<file path="src/rtl/mfp_ahb_ram_arbiter.sv">
// Two-requester round-robin arbiter in front of a single-port AHB-Lite RAM slave.
// Optional bus locking with a starvation bound is enabled by defining MFP_RAM_ARB_LOCK_EN.
module mfp_ahb_ram_arbiter #(
  parameter int ADDR_WIDTH = 32,
  parameter int LOCK_MAX   = 8
) (
  input  logic                  HCLK,
  input  logic                  HRESET,
  input  logic                  r0_req,
  input  logic [ADDR_WIDTH-1:0] r0_addr,
  input  logic                  r0_write,
  input  logic [2:0]            r0_size,
  input  logic [31:0]           r0_wdata,
  input  logic                  r0_lock,
  output logic                  r0_gnt,
  output logic                  r0_rvalid,
  output logic [31:0]           r0_rdata,
  input  logic                  r1_req,
  input  logic [ADDR_WIDTH-1:0] r1_addr,
  input  logic                  r1_write,
  input  logic [2:0]            r1_size,
  input  logic [31:0]           r1_wdata,
  input  logic                  r1_lock,
  output logic                  r1_gnt,
  output logic                  r1_rvalid,
  output logic [31:0]           r1_rdata,
  output logic                  HSEL,
  output logic [ADDR_WIDTH-1:0] HADDR,
  output logic [1:0]            HTRANS,
  output logic                  HWRITE,
  output logic [2:0]            HSIZE,
  output logic [2:0]            HBURST,
  output logic [31:0]           HWDATA,
  input  logic [31:0]           HRDATA
);

  logic                  r_last;
  logic                  r_dpValid;
  logic                  r_dpOwner;
  logic                  r_dpWrite;
  logic [31:0]           r_dpWdata;
  logic [ADDR_WIDTH-1:0] r_haddr;
  logic                  r_hwrite;
  logic [2:0]            r_hsize;

  logic                  w_rrGnt0;
  logic                  w_rrGnt1;
  logic                  w_gnt0;
  logic                  w_gnt1;
  logic                  w_grant;
  logic [ADDR_WIDTH-1:0] w_winAddr;
  logic                  w_winWrite;
  logic [2:0]            w_winSize;
  logic [2:0]            w_winSizeRaw;
  logic [31:0]           w_winWdata;

  // Round-robin: on contention the requester that did not win last time goes first.
  always_comb begin
    w_rrGnt0 = 1'b0;
    w_rrGnt1 = 1'b0;
    if (!HRESET) begin
      if (r0_req && r1_req) begin
        w_rrGnt0 = r_last;
        w_rrGnt1 = ~r_last;
      end else begin
        w_rrGnt0 = r0_req;
        w_rrGnt1 = r1_req;
      end
    end
  end

`ifdef MFP_RAM_ARB_LOCK_EN
  typedef enum logic [1:0] {OPEN, LOCKED0, LOCKED1} lockState_t;

  localparam int CW = $clog2(LOCK_MAX + 1);

  lockState_t    r_state;
  lockState_t    w_stateNext;
  logic [CW-1:0] r_cnt;
  logic [CW-1:0] w_cntNext;
  logic [CW-1:0] w_cntBase;
  logic [CW-1:0] w_cntInc;
  logic          w_winLock;
  logic          w_otherWaits;

  always_comb begin
    w_gnt0 = w_rrGnt0;
    w_gnt1 = w_rrGnt1;
    if (r_state == LOCKED0 && r0_req) begin
      w_gnt0 = ~HRESET;
      w_gnt1 = 1'b0;
    end else if (r_state == LOCKED1 && r1_req) begin
      w_gnt0 = 1'b0;
      w_gnt1 = ~HRESET;
    end
  end

  // The count only carries over while the same owner keeps the lock; any change of owner restarts it.
  always_comb begin
    w_winLock    = w_gnt1 ? r1_lock : r0_lock;
    w_otherWaits = w_gnt1 ? r0_req : r1_req;
    w_cntBase    = ((r_state == LOCKED0 && w_gnt0) || (r_state == LOCKED1 && w_gnt1)) ? r_cnt : '0;
    w_cntInc     = w_cntBase + CW'(1);
    w_stateNext  = r_state;
    w_cntNext    = r_cnt;
    if (w_gnt0 || w_gnt1) begin
      if (!w_winLock) begin
        w_stateNext = OPEN;
        w_cntNext   = '0;
      end else if (!w_otherWaits) begin
        w_stateNext = w_gnt1 ? LOCKED1 : LOCKED0;
        w_cntNext   = w_cntBase;
      end else if (w_cntInc == CW'(LOCK_MAX)) begin
        w_stateNext = OPEN;
        w_cntNext   = '0;
      end else begin
        w_stateNext = w_gnt1 ? LOCKED1 : LOCKED0;
        w_cntNext   = w_cntInc;
      end
    end else if (r_state != OPEN) begin
      w_stateNext = OPEN;
      w_cntNext   = '0;
    end
  end

  always_ff @(posedge HCLK) begin
    if (HRESET) begin
      r_state <= OPEN;
      r_cnt   <= '0;
    end else begin
      r_state <= w_stateNext;
      r_cnt   <= w_cntNext;
    end
  end
`else
  logic w_unused;

  assign w_unused = r0_lock ^ r1_lock ^ (LOCK_MAX > 0);

  always_comb begin
    w_gnt0 = w_rrGnt0;
    w_gnt1 = w_rrGnt1;
  end
`endif

  assign w_grant      = w_gnt0 | w_gnt1;
  assign w_winAddr    = w_gnt1 ? r1_addr  : r0_addr;
  assign w_winWrite   = w_gnt1 ? r1_write : r0_write;
  assign w_winSizeRaw = w_gnt1 ? r1_size  : r0_size;
  assign w_winWdata   = w_gnt1 ? r1_wdata : r0_wdata;
  assign w_winSize    = (w_winSizeRaw > 3'd2) ? 3'd2 : w_winSizeRaw;

  // Address-phase controls are remembered so an idle bus keeps presenting the last transfer.
  always_ff @(posedge HCLK) begin
    if (HRESET) begin
      r_last    <= 1'b1;
      r_dpValid <= 1'b0;
      r_dpOwner <= 1'b0;
      r_dpWrite <= 1'b0;
      r_dpWdata <= '0;
      r_haddr   <= '0;
      r_hwrite  <= 1'b0;
      r_hsize   <= 3'd2;
    end else begin
      r_dpValid <= w_grant;
      if (w_grant) begin
        r_last    <= w_gnt1;
        r_dpOwner <= w_gnt1;
        r_dpWrite <= w_winWrite;
        r_dpWdata <= w_winWdata;
        r_haddr   <= w_winAddr;
        r_hwrite  <= w_winWrite;
        r_hsize   <= w_winSize;
      end
    end
  end

  assign r0_gnt    = w_gnt0;
  assign r1_gnt    = w_gnt1;
  assign HSEL      = w_grant;
  assign HTRANS    = w_grant ? 2'b10 : 2'b00;
  assign HADDR     = w_grant ? w_winAddr  : r_haddr;
  assign HWRITE    = w_grant ? w_winWrite : r_hwrite;
  assign HSIZE     = w_grant ? w_winSize  : r_hsize;
  assign HBURST    = 3'b000;
  assign HWDATA    = r_dpWdata;

  // A read still in its data phase when reset arrives is dropped.
  assign r0_rvalid = ~HRESET & r_dpValid & ~r_dpWrite & ~r_dpOwner;
  assign r1_rvalid = ~HRESET & r_dpValid & ~r_dpWrite & r_dpOwner;
  assign r0_rdata  = HRDATA;
  assign r1_rdata  = HRDATA;

endmodule

</file>
<file path="config.mk">
export PLATFORM = sky130hd
export DESIGN_NAME = mfp_ahb_ram_arbiter
export DESIGN_NICKNAME = d
export VERILOG_FILES = /design/src/rtl/mfp_ahb_ram_arbiter.sv
export SDC_FILE = /design/constraint.sdc
export NUM_CORES = 1
export LEC_CHECK = 0
export BUFFER_PORTS_ARGS = -buffer_cell sky130_fd_sc_hd__buf_2
export CAP_MARGIN = 20
export CORE_AREA = 8 8 115 117
export DETAILED_ROUTE_END_ITERATION = 8
export DIE_AREA = 0 0 123 125
export PLACE_DENSITY = 0.77
export SKIP_CTS_REPAIR_TIMING = 1
export SLEW_MARGIN = 20
export SYNTH_ARGS = -nofsm -noshare
export SYNTH_HDL_FRONTEND = slang
export SYNTH_SLANG_ARGS = --single-unit
</file>
<file path="constraint.sdc">
create_clock -name HCLK -period 1.8 [get_ports HCLK]
set_input_delay 0.18 -clock HCLK [delete_from_list [all_inputs] [get_ports HCLK]]
set_output_delay 0.18 -clock HCLK [all_outputs]
set_load 0.005 [all_outputs]
</file>
==> flow_metrics.py <==
metrics = {
    "synth": {
        "synthTopCellsByCount": "77 x buf_4, 72 x dfxtp_1, 66 x mux2i_1, 39 x nor2_1, 35 x o21ai_0",
        "synthArstFlopShare_pct": 0,
        "synth_top_area_share_pct": 37.4,
        "yosysWarnings": 0,
        "yosysUniqueCellTypes": 27,
        "syn_area_mm2": 0.00386,
        "postSynthCellCount": 435,
        "ys_seq_elements": 72,
        "synthTopCellsByArea": "dfxtp_1 37%, mux2i_1 17%, buf_4 15%",
        "ys.flop_type": "dfxtp_1",
        "synth_most_common_cell": "buf_4",
        "ys_seq_area_share_pct": 37.4,
        "syn_avg_cell_area_um2": 8.87,
        "yosysTopAreaCell": "dfxtp_1",
        "synth_edf_count": 0,
    },
    "worst_hold_path": {
        "min-delay-path-class": "input port to flop",
    },
    "routing": {
        "wirelength_um": 11800,
        "routed_via_density": 4.69,
        "drc": 0,
        "post_drt_wl_per_cell_um": 15.9,
        "drt_first_pass_iters": 5,
        "first_iter_violations": 122,
        "num_vias": 3486,
        "antenna_left": 0,
    },
    "clock_tree": {
        "cts_made_buffers": 9,
        "clk_pin_slew_ps": 60,
        "clk_latency_ps": 330,
        "clockBufferDepth": 2,
        "cts_tree": "done",
        "htreeDepth": 3,
        "cts_root_buf": "clkbuf_16",
        "clock_sinks": 72,
    },
    "placed_design": {
        "placed_cell_area_mm2": 0.00459,
        "dp_hpwl_um": 8810,
        "portBuffers": 213,
        "place_inst": 718,
        "gp_congestion": 0.742,
    },
    "sta": {
        "whs_ps": 121,
        "final_max_slew_viol_count": 0,
        "final.setup.worst_slack_ps": -184,
        "finalClockSkew_ps": 7.63,
        "clock.fmax_mhz": 504,
        "rsz0062_at_grt": "true",
        "setup_viol": 36,
        "period_share_pct": 110,
        "hold_violations": 0,
        "min_period_ps": 1980,
    },
    "critical_path": {
        "cp_slowest_cell": "dfxtp_2",
        "arrival_ps": 1800,
        "end_kind": "output pin",
        "max_stage_delay_ps": 340,
        "path_max_fanout": 6,
        "startpoint_type": "flop",
        "worstPathCellList": "a211oi_4, buf_6, clkbuf_16, mux2i_2, a21oi_1, buf_2",
        "required_ps": 1620,
        "path_class": "flop to output pin",
    },
    "grt": {
        "grtUsageTotal_pct": 14.0,
        "grt_pass1_wl_um": 17100,
        "grt_pass1_vias": 3474,
        "grt-ovfl-total": 0,
        "grt_start_max_net_pins": 48,
        "antenna_found_initial": 0,
    },
    "flow_run": {
        "maxCapViolations": 0,
    },
    "floorplanning": {
        "fp-row-count": 40,
        "io_pins": 316,
        "coreArea_mm2": 0.0116,
        "die-area_mm2": 0.0154,
        "initial_core_util_pct": 33.2,
        "die_h_um": 125,
        "die_w_um": 123,
    },
    "pwr": {
        "p_per_area_mw_per_mm2": 852,
        "vdd_drop_max_v": 0.000477,
        "leakagePower_nw": 2.34,
    },
    "finish": {
        "num-nets-final": 765,
        "fin_cells": 743,
        "final_layout_size_suffix_gt1_share_pct": 48.3,
        "fin_util_pct": 44.2,
        "fin_area_mm2": 0.00513,
        "area_growth_pct": 33.0,
        "n_fill_cell": 1169,
        "diodes": 0,
    },
    "run_status": {
        "outcome": "finished, violations left",
        "violations": "negative setup slack",
    },
}
-- flip-flops by register name (all words and copies together) (netlist names) --
name       cells
HWDATA        32
r_haddr       32
r_hsize        3
r_dpOwner      1
r_dpValid      1
r_dpWrite      1
r_hwrite       1
r_last         1
-- path summary, 6_finish.rpt --
path              startpoint    endpoint  slack [ps]  depth (start not counted)
hold / removal        r0_req      r_last         120                          2
setup / recovery      r_last    HADDR[5]        -180                          6
hold reg to reg    HWDATA[6]   HWDATA[6]         450                          2
setup reg to reg      r_last  HWDATA[20]          90                          7
-- through the flow --
step           total power, mW  setup TNS [ps]  worst slack, ps
4_1_cts                   4.37           -4530             -224
3_5_place_dp              2.61               0              102
3_3_place_gp              2.59               0              129
5_1_grt                   4.61           -8070             -273
2_1_floorplan             2.33               0              461
6_report                  4.37           -4670             -184
-- kinds of logic (layout without fill, tap and decap cells) --
| group | after synthesis | after routing | synth area share [%] |
|---|---|---|---|
| compound gates | 109 | 109 | 17.6 |
| buf+inv | 104 | 262 | 18.9 |
| flops | 72 | 72 | 37.4 |
| mux | 66 | 66 | 17.1 |
| other cells | 1 | 4 | 0.0972 |
| simple gates | 83 | 83 | 8.88 |
-- cells in the final DEF (no fill, tap or decap), drive strengths merged --
cell,count
clkinv,3
or2,2
a211oi,35
o21ba,1
mux2i,66
clkbuf,11
o21bai,1
nor2,39
clkinvlp,2
o22a,1
a22oi,1
nor4b,1
conb,4
nor4bb,1
inv,4
a21o,1
dfxtp,72
nand2b,2
bufinv,1
and2,4
a21oi,34
o21ai,35
nand2,34
buf,241
-- power breakdown --
group	switching [mW]	total, mW	internal (mW)	leakage, nW
logic	0.434	0.884	0.451	1.61
clock network	0.661	1.73	1.06	0.138
registers	0.0450	1.76	1.72	0.597
total	1.14	4.37	3.23	2.34
-- per-layer routing --
| layer | GRT usage [%] | vias to the layer above | part of all wire (%) |
|---|---|---|---|
| li1 | - | 1753 | - |
| met1 | 14.1 | 1536 | 38 |
| met2 | 23.7 | 172 | 49 |
| met3 | 6.57 | 25 | 12 |
| met4 | 6.45 | 0 | 1.8 |
| met5 | 0 | - | 0 |
-- worst max-delay path: cells and delay by family (launching register included) --
family / cells / cell delay, ps
buf+inv: 3 / 460
compound gates: 2 / 410
flops: 1 / 340
mux: 1 / 260
-- cell type report --
type,instances,area (µm²),area share [%]
Timing Repair Buffer,242,1370,26.6
Clock inverter,6,60.1,1.17
Clock buffer,10,229,4.46
Inverter,4,15.0,0.293
Tap cell,147,184,3.58
Sequential cell,72,1440,28.1
Multi-Input combinational cell,262,1840,35.8
(Power assumes the default switching activity.)
